## src/rtl/dds_pkg.sv

```systemverilog
// Shared definitions for the multi-channel DDS phase accumulator.
//   CFG_*     : register-select encodings on the configuration write port
//   clog2     : ceiling log2 for constant expressions
//   ch_width  : channel-index width, never less than one bit
package dds_pkg;

  localparam logic [1:0] CFG_FREQ        = 2'd0;
  localparam logic [1:0] CFG_PHASE_OFS   = 2'd1;
  localparam logic [1:0] CFG_SWEEP_STEP  = 2'd2;
  localparam logic [1:0] CFG_SWEEP_LIMIT = 2'd3;

  function automatic int clog2(input int value);
    int result;
    result = 0;
    for (int v = value - 1; v > 0; v = v >> 1) begin
      result++;
    end
    return result;
  endfunction

  function automatic int ch_width(input int num_ch);
    return (clog2(num_ch) < 1) ? 1 : clog2(num_ch);
  endfunction

endpackage

```

## src/rtl/dds_acc_channel.sv

```systemverilog
// One DDS channel: active configuration registers, phase accumulator,
// linear frequency sweep and truncated phase output.
//   clock, reset    : clock and asynchronous active-high reset
//   enable          : accumulator and sweep advance only while high
//   commit          : load all active registers from the shadow inputs
//   sync_clear      : clear the accumulator (independent of enable)
//   sweep_en        : sweep mode for this channel
//   shadow_*        : shadow register values from the top level
//   phase           : top OUT_W bits of (acc + offset), one cycle behind acc
//   wrap            : one-cycle pulse on accumulator overflow
//   sweep_done      : sticky flag, sweep clamped at its limit
module dds_acc_channel #(
  parameter int ACC_W = 32,
  parameter int OUT_W = 12
) (
  input  logic             clock,
  input  logic             reset,
  input  logic             enable,
  input  logic             commit,
  input  logic             sync_clear,
  input  logic             sweep_en,
  input  logic [ACC_W-1:0] shadow_freq,
  input  logic [ACC_W-1:0] shadow_ofs,
  input  logic [ACC_W-1:0] shadow_step,
  input  logic [ACC_W-1:0] shadow_limit,
  output logic [OUT_W-1:0] phase,
  output logic             wrap,
  output logic             sweep_done
);

  logic [ACC_W-1:0] freq_act;
  logic [ACC_W-1:0] ofs_act;
  logic [ACC_W-1:0] step_act;
  logic [ACC_W-1:0] limit_act;
  logic [ACC_W-1:0] acc;
  logic [ACC_W:0]   acc_sum;
  logic [ACC_W:0]   sweep_sum;

  // One extra bit catches the carry out of the accumulator and lets the
  // sweep limit compare see sums that would overflow ACC_W bits.
  assign acc_sum   = {1'b0, acc} + {1'b0, freq_act};
  assign sweep_sum = {1'b0, freq_act} + {1'b0, step_act};

  always_ff @(posedge clock or posedge reset) begin
    if (reset) begin
      acc  <= '0;
      wrap <= 1'b0;
    end else if (sync_clear) begin
      acc  <= '0;
      wrap <= 1'b0;
    end else if (enable) begin
      acc  <= acc_sum[ACC_W-1:0];
      wrap <= acc_sum[ACC_W];
    end else begin
      wrap <= 1'b0;
    end
  end

  always_ff @(posedge clock or posedge reset) begin
    if (reset) begin
      phase <= '0;
    end else begin
      phase <= OUT_W'((acc + ofs_act) >> (ACC_W - OUT_W));
    end
  end

  // Commit has priority over the sweep, so a reload always restarts the
  // sweep from the shadow frequency. The accumulator above keeps using the
  // pre-update freq_act in the same cycle.
  always_ff @(posedge clock or posedge reset) begin
    if (reset) begin
      freq_act   <= '0;
      ofs_act    <= '0;
      step_act   <= '0;
      limit_act  <= '0;
      sweep_done <= 1'b0;
    end else if (commit) begin
      freq_act   <= shadow_freq;
      ofs_act    <= shadow_ofs;
      step_act   <= shadow_step;
      limit_act  <= shadow_limit;
      sweep_done <= 1'b0;
    end else if (!sweep_en) begin
      sweep_done <= 1'b0;
    end else if (enable && !sweep_done) begin
      if (sweep_sum > {1'b0, limit_act}) begin
        freq_act   <= limit_act;
        sweep_done <= 1'b1;
      end else begin
        freq_act <= sweep_sum[ACC_W-1:0];
      end
    end
  end

endmodule

```

## src/rtl/dds_phase_accumulator_mc.sv

```systemverilog
// Multi-channel DDS phase accumulator with double-buffered configuration.
// Writes land in per-channel shadow registers; an update commits every
// channel's shadow set to its active registers on the same edge.
//   clock, reset : clock and asynchronous active-high reset
//   enable       : accumulators and sweeps advance only while high
//   cfg_valid/cfg_ready/cfg_ch/cfg_sel/cfg_data : shadow write port
//   update       : request a commit of all shadow registers
//   sync_clear   : per-channel accumulator clear
//   sweep_en     : per-channel sweep mode
//   phase_out    : channel c at [c*OUT_W +: OUT_W]
//   wrap         : per-channel overflow pulse
//   sweep_done   : per-channel sticky sweep-at-limit flag
module dds_phase_accumulator_mc
  import dds_pkg::*;
#(
  parameter int NUM_CH = 4,
  parameter int ACC_W  = 32,
  parameter int OUT_W  = 12,
  localparam int CH_W  = ch_width(NUM_CH)
) (
  input  logic                    clock,
  input  logic                    reset,
  input  logic                    enable,
  input  logic                    cfg_valid,
  output logic                    cfg_ready,
  input  logic [CH_W-1:0]         cfg_ch,
  input  logic [1:0]              cfg_sel,
  input  logic [ACC_W-1:0]        cfg_data,
  input  logic                    update,
  input  logic [NUM_CH-1:0]       sync_clear,
  input  logic [NUM_CH-1:0]       sweep_en,
  output logic [NUM_CH*OUT_W-1:0] phase_out,
  output logic [NUM_CH-1:0]       wrap,
  output logic [NUM_CH-1:0]       sweep_done
);

  logic commit_pending;

  // The port is closed only during the commit cycle, which keeps shadow
  // contents stable while they are copied.
  assign cfg_ready = ~commit_pending;

  always_ff @(posedge clock or posedge reset) begin
    if (reset) begin
      commit_pending <= 1'b0;
    end else if (commit_pending) begin
      commit_pending <= 1'b0;
    end else if (update) begin
      commit_pending <= 1'b1;
    end
  end

  for (genvar c = 0; c < NUM_CH; c++) begin : g_ch
    logic [ACC_W-1:0] sh_freq;
    logic [ACC_W-1:0] sh_ofs;
    logic [ACC_W-1:0] sh_step;
    logic [ACC_W-1:0] sh_limit;
    logic             wr_hit;

    // Channel indices with no matching channel never hit, so such writes
    // are accepted and dropped.
    assign wr_hit = cfg_valid && cfg_ready && (cfg_ch == CH_W'(c));

    always_ff @(posedge clock or posedge reset) begin
      if (reset) begin
        sh_freq  <= '0;
        sh_ofs   <= '0;
        sh_step  <= '0;
        sh_limit <= '0;
      end else if (wr_hit) begin
        case (cfg_sel)
          CFG_FREQ:        sh_freq  <= cfg_data;
          CFG_PHASE_OFS:   sh_ofs   <= cfg_data;
          CFG_SWEEP_STEP:  sh_step  <= cfg_data;
          CFG_SWEEP_LIMIT: sh_limit <= cfg_data;
          default:         sh_freq  <= sh_freq;
        endcase
      end
    end

    dds_acc_channel #(
      .ACC_W(ACC_W),
      .OUT_W(OUT_W)
    ) u_ch (
      .clock       (clock),
      .reset       (reset),
      .enable      (enable),
      .commit      (commit_pending),
      .sync_clear  (sync_clear[c]),
      .sweep_en    (sweep_en[c]),
      .shadow_freq (sh_freq),
      .shadow_ofs  (sh_ofs),
      .shadow_step (sh_step),
      .shadow_limit(sh_limit),
      .phase       (phase_out[c*OUT_W +: OUT_W]),
      .wrap        (wrap[c]),
      .sweep_done  (sweep_done[c])
    );
  end

endmodule

```

## config.mk

```make
export PLATFORM = sky130hd
export DESIGN_NAME = dds_phase_accumulator_mc
export DESIGN_NICKNAME = d
export VERILOG_FILES = /design/src/rtl/dds_pkg.sv /design/src/rtl/dds_acc_channel.sv /design/src/rtl/dds_phase_accumulator_mc.sv
export SDC_FILE = /design/constraint.sdc
export NUM_CORES = 2
export LEC_CHECK = 0
export CORE_MARGIN = 2
export CORE_UTILIZATION = 56
export DETAILED_ROUTE_END_ITERATION = 16
export PLACE_DENSITY = 0.73
export SLEW_MARGIN = 20
export SYNTH_ARGS = -nofsm -noshare
export SYNTH_HDL_FRONTEND = slang
export SYNTH_SLANG_ARGS = --single-unit
```

## constraint.sdc

```tcl
create_clock -name clock -period 68.9 [get_ports clock]
set_clock_uncertainty 0.15 [all_clocks]
set_input_delay 20.67 -clock clock [delete_from_list [all_inputs] [get_ports clock]]
set_output_delay 20.67 -clock clock [all_outputs]
set_load 0.02 [all_outputs]
```

==> qor.yml <==
placeableCoreArea_um2: 114000
vias: 45200
postSynthCellCount: 5722
insertion_delay_ns: 0.75
crit_required_ns: 69.55
outcome: "complete, no violations"
drtIter0Drc: 4219
critical_path.cell_chain: "clkdlybuf4s50_1, inv_8, buf_12, buf_4, buf_4, buf_4"
synth_nets: 6283
postSynth.asyncResetShare_pct: 100
wirelength_met1_mm: 74.1
rsz0062_at_grt: "no"
slowest_delay_ns: 0.81
rows: 124
met3_length_mm: 12.0
ctsLongestPathBuffers: 3
synth_edf_count: 0
totalPowerFinal_mw: 3.28
layout-area-overhead-vs-synth_pct: 10.6
cts_tree: "yes"
clk_transition_reported_paths_ns: 0.06
die_area_um2: 117000
vdd_drop_max_mv: 0.0370
grt_antenna_before_repair: 16
viasPerCell: 6.12
synth_top_cell_area_share_pct: 47.1
detailedPlacementHpwl_mm: 104
synth_top_area_cell: "sky130_fd_sc_hd__dfrtp_1"
wl_met2_mm: 68.3
min-delay-path-class: "register to register"
final_layout_size_suffix_gt1_share_pct: 19.1
cts_inserted_buffers: 130
cp_data_arrival_time_ns: 24.85
die_x_um: 343
timing.final.crit_share_pct: 35.1
max_slew_headroom_at_the_worst_pin_pct: 26.1
finalCriticalPeriod_ns: 24.20
ctsHtreeMaxLevel: 4
maxSlewViolCount: 0
critical_path.startpoint_type: "input port"
number_of_buffers_inserted_to_repair_setup_after_cts: 0
grt_max_degree: 180
synthFlopType: "sky130_fd_sc_hd__dfrtp_1"
dieHeight_um: 343
syn_avg_cell_area_um2: 11.2
worst-slew-pin-transition_ns: 1.11
final_nets: 6326
root_driver: "sky130_fd_sc_hd__clkbuf_16"
postCtsResizedCells: 0
grt_pass1_vias: 44500
timing.critical_path.mode_cell: "sky130_fd_sc_hd__buf_4"
numClockSinks: 1209
floorplan.io_pins: 106
max_cap_viol_count: 0
initial_util_pct: 56.4
drt-total-wl_mm: 158
gp_congestion: 0.897
hold_violations: 0
timing.setup.critical_path_class: "input port to asynchronous set/reset pin"
setup_tns_ns: 0
routed.top_layer: "met5"
grt_first_pass_wirelength_mm: 251
grt_overflow_total: 0
crit_slowest_cell: "sky130_fd_sc_hd__buf_4"
drt.antenna.violating_nets: 0
yosys-top-cells-area: "sky130_fd_sc_hd__dfrtp_1 (47%), sky130_fd_sc_hd__mux2_2 (14%), sky130_fd_sc_hd__ha_1 (9.8%), sky130_fd_sc_hd__a21oi_1 (2.7%), sky130_fd_sc_hd__o21ai_0 (2.4%)"
flip_flop_and_latch_count_after_synthesis: 1209
port_buffers: 105
post_synth_instance_area_um2: 64300
max_clock_freq_ghz: 0.0413
synth_warnings: 0
worstPathMaxFanout: 151
cellLeakagePower_nw: 33.9
setup_viol_count_final: 0
power_density_nw_per_um2: 46.2
cell_variety_after_synth: 85
drc: 0
grtUsageTotal_pct: 27.2
synth_sequential_area_ratio_pct: 47.1
cts_hold_buffers: 0
wl_per_cell_um: 21.5
cp-end-kind: "asynchronous set/reset pin"
drtPass1Iterations: 5
## cell usage after synthesis, types with 59 or more instances
| cell | instances |
|---|---|
| sky130_fd_sc_hd__dfrtp_1 | 1209 |
| sky130_fd_sc_hd__mux2_2 | 773 |
| sky130_fd_sc_hd__ha_1 | 504 |
| sky130_fd_sc_hd__a21oi_1 | 347 |
| sky130_fd_sc_hd__o21ai_0 | 313 |
| sky130_fd_sc_hd__nor2_1 | 303 |
| sky130_fd_sc_hd__nand2_1 | 274 |
| sky130_fd_sc_hd__a21o_1 | 203 |
| sky130_fd_sc_hd__inv_1 | 203 |
| sky130_fd_sc_hd__clkbuf_1 | 186 |
| sky130_fd_sc_hd__xnor2_1 | 172 |
| sky130_fd_sc_hd__mux2i_1 | 139 |
| sky130_fd_sc_hd__nand3_1 | 106 |
| sky130_fd_sc_hd__xor2_1 | 82 |
| sky130_fd_sc_hd__nor3_1 | 80 |
| sky130_fd_sc_hd__o22ai_1 | 59 |
## flip-flops by register name, indices dropped and copies added (netlist names)
register,flops
g_ch.sh_limit,128
g_ch.u_ch.step_act,128
g_ch.u_ch.wrap,4
g_ch.u_ch.sweep_done,4
g_ch.sh_freq,128
g_ch.u_ch.ofs_act,128
g_ch.u_ch.phase,48
commit_pending,1
g_ch.sh_step,128
g_ch.u_ch.limit_act,128
g_ch.u_ch.freq_act,128
g_ch.sh_ofs,128
g_ch.u_ch.acc,128
## where the power goes
part	switching (mW)	total, mW	internal (mW)
Sequential	0.165	1.09	0.921
Clock	0.294	0.700	0.406
Combinational	0.825	1.49	0.669
## per-layer routing
metal | global-route usage (%) | up-vias
li1 | - | 21000
met1 | 41.6 | 22600
met2 | 40.5 | 1408
met3 | 3.86 | 232
met4 | 7.70 | 4
met5 | 0 | -
## worst paths after layout
| check | start | endpoint | slack (ns) | cells past startpoint |
|---|---|---|---|---|
| min reg2reg | g_ch[2].sh_limit[8]$_DFFE_PP0P_ | g_ch[2].u_ch.limit_act[8]$_DFFE_PP0P_ | 0.32 | 2 |
| max reg2reg | g_ch[2].u_ch.freq_act[1]$_DFFE_PP0P_ | g_ch[2].u_ch.freq_act[0]$_DFFE_PP0P_ | 62.20 | 22 |
| min | g_ch[2].sh_limit[8]$_DFFE_PP0P_ | g_ch[2].u_ch.limit_act[8]$_DFFE_PP0P_ | 0.32 | 2 |
| max in group clock | enable | g_ch[0].u_ch.freq_act[28]$_DFFE_PP0P_ | 45.14 | 6 |
| max | reset | g_ch[0].sh_ofs[27]$_DFFE_PP0P_ | 44.70 | 6 |
| min in group asynchronous | reset | g_ch[3].u_ch.ofs_act[6]$_DFFE_PP0P_ | 20.34 | 2 |
## cell type report
type,instances,area (um2)
Multi-Input combinational cell,4047,32300
Inverter,204,774
Fill cell,9031,43000
Antenna cell,3,7.51
Clock buffer,177,3700
Timing Repair Buffer,173,1550
Clock inverter,56,562
Sequential cell,1209,30300
Tap cell,1512,1890
## cell usage in the layout, fill, tap and decap left out, drive strengths merged, types with 23 or more instances in the layout
cell / count
a211oi: 46
a21o: 205
a21oi: 347
a22oi: 54
a311oi: 23
a31oi: 32
and3: 36
buf: 82
clkbuf: 178
clkdlybuf4s50: 90
clkinv: 35
dfrtp: 1209
ha: 504
inv: 213
mux2: 773
mux2i: 139
nand2: 274
nand2b: 33
nand3: 107
nand4: 52
nor2: 303
nor2b: 43
nor3: 80
o21a: 47
o21ai: 317
o21bai: 47
o22ai: 59
o311ai: 40
xnor2: 172
xor2: 82
## logic make-up (layout without fill, tap and decap cells)
kind of cell,count (synthesis),in the layout,synth area share (%)
mux,912,912,15.7
flops,1209,1209,47.1
buf+inv,466,610,2.80
other cells,0,3,0
compound gates,1358,1358,13.5
xor+xnor,254,254,3.46
simple gates,1011,1011,7.34
fa+ha+maj,512,512,10.1
## metrics by stage
step | cell area (um2) | hold WS (ns) | utilization, % | setup WS (ns) | cells
after floorplan | 64300 | 0.286 | - | 14.02 | 5722
after global placement | 66700 | 0.304 | 58.5 | 43.77 | 7144
after detailed placement | 66700 | 0.314 | 58.5 | 43.69 | 7144
after CTS | 71000 | 0.321 | 62.3 | 44.49 | 7377
after global routing | 71000 | 0.344 | 62.3 | 44.02 | 7378
final | 71000 | 0.318 | 62.3 | 44.70 | 7381
## worst max-delay path: cells and delay by family
| family | cells | cell delay (ns) |
|---|---|---|
| buffers and inverters | 6 | 3.89 |
Power figures use the tool's default switching activity.
